<file path="src/rtl/vga_timing_gen.sv">
// VGA 640x480 timing generator: pixel-rate divider, h/v counters, sync and
// blanking decode, plus frame and game-rate tick generation.
module vga_timing_gen #(
  parameter int unsigned CLK_DIV  = 4,
  parameter int unsigned GAME_DIV = 6
) (
  input  logic        clk,
  input  logic        rst,
  output logic        pix_en,
  output logic [9:0]  hCount,
  output logic [9:0]  vCount,
  output logic        hSync,
  output logic        vSync,
  output logic        bright,
  output logic        frame_tick,
  output logic        game_tick,
  output logic [15:0] frame_count
);

  localparam int unsigned DivW = (CLK_DIV > 1) ? $clog2(CLK_DIV) : 1;

  localparam logic [DivW-1:0] DivLast  = DivW'(CLK_DIV - 1);
  localparam logic [9:0]      HLast    = 10'd799;
  localparam logic [9:0]      VLast    = 10'd524;
  localparam logic [7:0]      GameLast = 8'(GAME_DIV - 1);

  logic [DivW-1:0] div_q, div_d;
  logic            pix_en_q, pix_en_d;
  logic [9:0]      h_count_q, h_count_d;
  logic [9:0]      v_count_q, v_count_d;
  logic            frame_tick_q, frame_tick_d;
  logic            game_tick_q, game_tick_d;
  logic [15:0]     frame_count_q, frame_count_d;
  logic [7:0]      game_sub_q, game_sub_d;

  logic h_wrap;
  logic frame_wrap;

  // Next-state logic for the divider, raster counters and frame/game ticks.
  always_comb begin
    div_d         = div_q;
    pix_en_d      = 1'b0;
    h_count_d     = h_count_q;
    v_count_d     = v_count_q;
    frame_tick_d  = 1'b0;
    game_tick_d   = 1'b0;
    frame_count_d = frame_count_q;
    game_sub_d    = game_sub_q;

    div_d    = (div_q == DivLast) ? '0 : div_q + 1'b1;
    pix_en_d = (div_q == DivLast);

    h_wrap     = pix_en_q && (h_count_q == HLast);
    frame_wrap = h_wrap && (v_count_q == VLast);

    if (pix_en_q) begin
      h_count_d = h_wrap ? 10'd0 : h_count_q + 10'd1;
    end
    if (h_wrap) begin
      v_count_d = (v_count_q == VLast) ? 10'd0 : v_count_q + 10'd1;
    end

    // Frame bookkeeping updates on the same edge the counters return to 0,0,
    // so frame_tick, game_tick and the new frame_count appear together.
    if (frame_wrap) begin
      frame_tick_d  = 1'b1;
      frame_count_d = frame_count_q + 16'd1;
      if (game_sub_q == GameLast) begin
        game_sub_d  = 8'd0;
        game_tick_d = 1'b1;
      end else begin
        game_sub_d  = game_sub_q + 8'd1;
      end
    end
  end

  // State registers; synchronous reset overrides any simultaneous event.
  always_ff @(posedge clk) begin
    if (rst) begin
      div_q         <= '0;
      pix_en_q      <= 1'b0;
      h_count_q     <= 10'd0;
      v_count_q     <= 10'd0;
      frame_tick_q  <= 1'b0;
      game_tick_q   <= 1'b0;
      frame_count_q <= 16'd0;
      game_sub_q    <= 8'd0;
    end else begin
      div_q         <= div_d;
      pix_en_q      <= pix_en_d;
      h_count_q     <= h_count_d;
      v_count_q     <= v_count_d;
      frame_tick_q  <= frame_tick_d;
      game_tick_q   <= game_tick_d;
      frame_count_q <= frame_count_d;
      game_sub_q    <= game_sub_d;
    end
  end

  // Zero-latency decode of sync and visible window from the registered counters.
  always_comb begin
    hSync  = (h_count_q >= 10'd96);
    vSync  = (v_count_q >= 10'd2);
    bright = (h_count_q >= 10'd144) && (h_count_q <= 10'd783) &&
             (v_count_q >= 10'd35)  && (v_count_q <= 10'd514);
  end

  assign pix_en      = pix_en_q;
  assign hCount      = h_count_q;
  assign vCount      = v_count_q;
  assign frame_tick  = frame_tick_q;
  assign game_tick   = game_tick_q;
  assign frame_count = frame_count_q;

endmodule

</file>
<file path="config.mk">
export PLATFORM = sky130hd
export DESIGN_NAME = vga_timing_gen
export DESIGN_NICKNAME = d
export VERILOG_FILES = /design/src/rtl/vga_timing_gen.sv
export SDC_FILE = /design/constraint.sdc
export NUM_CORES = 1
export LEC_CHECK = 0
export CAP_MARGIN = 10
export CELL_PAD_IN_SITES_DETAIL_PLACEMENT = 0
export CELL_PAD_IN_SITES_GLOBAL_PLACEMENT = 1
export CORE_ASPECT_RATIO = 0.5
export CORE_MARGIN = 2
export CORE_UTILIZATION = 36
export DETAILED_ROUTE_END_ITERATION = 7
export GPL_TIMING_DRIVEN = 0
export PLACE_DENSITY = 0.72
export SLEW_MARGIN = 20
export SYNTH_ARGS = -nofsm -noshare
export SYNTH_HDL_FRONTEND = slang
export SYNTH_SLANG_ARGS = --single-unit
</file>
<file path="constraint.sdc">
create_clock -name clk -period 1.98 [get_ports clk]
set_clock_uncertainty 0.05 [all_clocks]
set_input_delay 0.396 -clock clk [delete_from_list [all_inputs] [get_ports clk]]
set_output_delay 0.396 -clock clk [all_outputs]
set_load 0.01 [all_outputs]
</file>
==> results.toml <==
[run_status]
status = "complete, but fails checks"
violations = "negative setup slack"

[final_layout]
fillers = 700
final_cell_mix = "41 x clkdlybuf4s50_1, 39 x dfxtp_1, 23 x nor2_1, 23 x a21oi_1"
utilization = 0.499
area_delta_synth_final_pct = 35.7
seq_area_um2 = 1010
drive_gt1_frac = 0.198
final_common_cell = "clkdlybuf4s50_1"
multi_input_area_um2 = 1620
finalNetCount = 393
fin_area_um2 = 3620
diodes = 0

[die]
start_util = 0.367
die_area_um2 = 8160
die_x_um = 126
dieHeight_um = 64.9
ios = 44
coreArea_um2 = 7270
row_count = 22

[setup_path]
timing.rr.end = "frame_count[15]"
cp-end-kind = "output pin"
r2r_start = "vCount[6]"
cp_max_fo = 6
r2r_cells = 5
cp-start-kind = "flip-flop"
r2r_setup_slack_ns = -0.11
path_class = "reg -> out"
arrival_ns = 1.71
cp.required_ns = 1.53

[drt]
drt_first_pass_iters = 4
remaining_drc_errors = 0
initialDrtViolationCount = 132
viasPerCell = 5.45
num_vias = 2612
drtAntennaViolNets = 0
routedWlPerCell_um = 15.5
routed_wl_um = 7430

[synthesis]
synth.cell_area_um2 = 2670
syn-instance-count = 316
synth_top_area_frac = 0.367
synth_cell_type_count = 42
syn_avg_cell_area_um2 = 8.45
synth_edf_count = 0
synthArstFlopShare = 0
synth_seq_cells = 49
yosys.area.top_type = "dfxtp_1"
synth_warnings = 0
synth_nets = 327
synth.area.top_cells = "dfxtp_1 37%, a21oi_1 4.7%, ha_1 4.2%"
ys_seq_area_frac = 0.367
synth_top_flop_cell = "dfxtp_1"

[sta]
max_freq_mhz = 464
finalHoldViolCount = 0
drv_slew = 0
setup_ws_ns = -0.174
grt_setup_unrepaired = "true"
worst_pin_slew_ns = 0.633
maxSlewHeadroom = 0.575
fin_crit_sh = 1.09
fin_crit_ns = 2.15
whs_ns = 0.383
setup_viol_count_final = 8

[worst_hold_path]
min_path_type = "reg -> reg"
min_to = "div_q[0]"
min_from = "div_q[0]"
whs_path_depth = 1

[place]
dpl_cell_area_um2 = 3230
place.gp.congestion = 0.793
dp_hpwl_um = 4920
numPortBuffers = 43
preCtsSetupSlack_ns = -0.471

[cts]
clk_pin_slew_worst_paths_ns = 0.06
hold_buffers = 0
clk_latency_ns = 0.29
clock-sinks = 49
cts_buffers = 5
cts_root_buffer = "clkbuf_16"
cts_buffer_depth = 2
cts_tree = "built"
htreeDepth = 2

[pwr]
leakagePower_nw = 1.30
power.density_nw_per_um2 = 518
ir_drop_uv = 259
p_total_mw = 1.88

[grt]
grtUsageTotal = 0.176
first_global_vias = 2346
grt-ovfl-total = 0
antenna_found_initial = 0
grt_first_pass_wirelength_um = 11700
grt_max_degree = 14

[run]
maxCapViolations = 0
## critical path: stages, from the launching register on
cell      delay (ns)
dfxtp_4         0.36
or4_4           0.53
nand3_2         0.10
o31ai_2         0.08
a211oi_2        0.18
buf_2           0.17
## layer usage
layer | vias to the layer above | track usage | share of wire
met4 | 0 | 0.0453 | 0.0071
li1 | 1291 | - | -
met1 | 1269 | 0.259 | 0.53
met5 | - | 0 | 0
met2 | 47 | 0.261 | 0.43
met3 | 5 | 0.0372 | 0.035
## final cells by class
cell class / count / share of cell area
Sequential cell: 49 / 0.278
Clock buffer: 8 / 0.0376
Inverter: 11 / 0.0114
Timing Repair Buffer: 60 / 0.155
Tap cell: 96 / 0.0331
Buffer: 20 / 0.0387
Multi-Input combinational cell: 235 / 0.446
## through the flow
stage,instances,setup TNS (ns)
final,479,-0.451
after global routing,479,-1.92
after CTS,469,-0.644
after detailed placement,455,-5.65
after global placement,455,-4.88
after floorplan,316,0
## where the power goes
group          internal (mW)  leakage (nW)  switching (mW)
clock network          0.471        0.0652           0.365
registers              0.985         0.402         0.00374
logic                 0.0194         0.832          0.0319
total                   1.48          1.30           0.401
## sequential cells by signal, summed over array words and instances, names as in the netlist
signal       flops
game_tick        1
vCount          10
pix_en           1
hCount          10
frame_count     16
game_sub_q       8
div_q            2
frame_tick       1
## worst max-delay path by stage
stage                   start      to  slack, ns
floorplan           hCount[5]  bright       0.05
global placement    hCount[5]  bright      -0.44
detailed placement  hCount[5]  bright      -0.47
CTS                 vCount[7]  bright      -0.18
global route        hCount[4]  bright      -0.24
finish              hCount[4]  bright      -0.17
## cell families (layout without fill, tap and decap cells)
| family | after synthesis | after routing | share of synthesized area |
|---|---|---|---|
| flops | 49 | 49 | 0.367 |
| buf+inv | 33 | 99 | 0.0642 |
| compound gates | 55 | 55 | 0.125 |
| simple gates | 152 | 153 | 0.336 |
| mux | 7 | 7 | 0.0286 |
| fa+ha+maj | 9 | 9 | 0.0422 |
| xor+xnor | 11 | 11 | 0.0361 |
## synth_stat cells, types with 6 or more instances
cell type   n
o31ai_1    14
nor2_1     24
a21oi_1    25
o21ai_0     8
nand4_1    14
or3_1       9
ha_1        9
nor3_1     12
nand2_1    17
nand3_1    21
xor2_1      6
and4_1      7
dfxtp_1    49
or4_1      13
inv_1      11
nand2b_1    6
clkbuf_1    8
## repair_timing
action,in CTS,in global routing
gates resized for setup,29,22
setup buffers,8,9
cloned,0,1
pin swaps,4,4
setup endpoints to repair,26,38
Note: power is estimated with default switching activity, not from simulation.
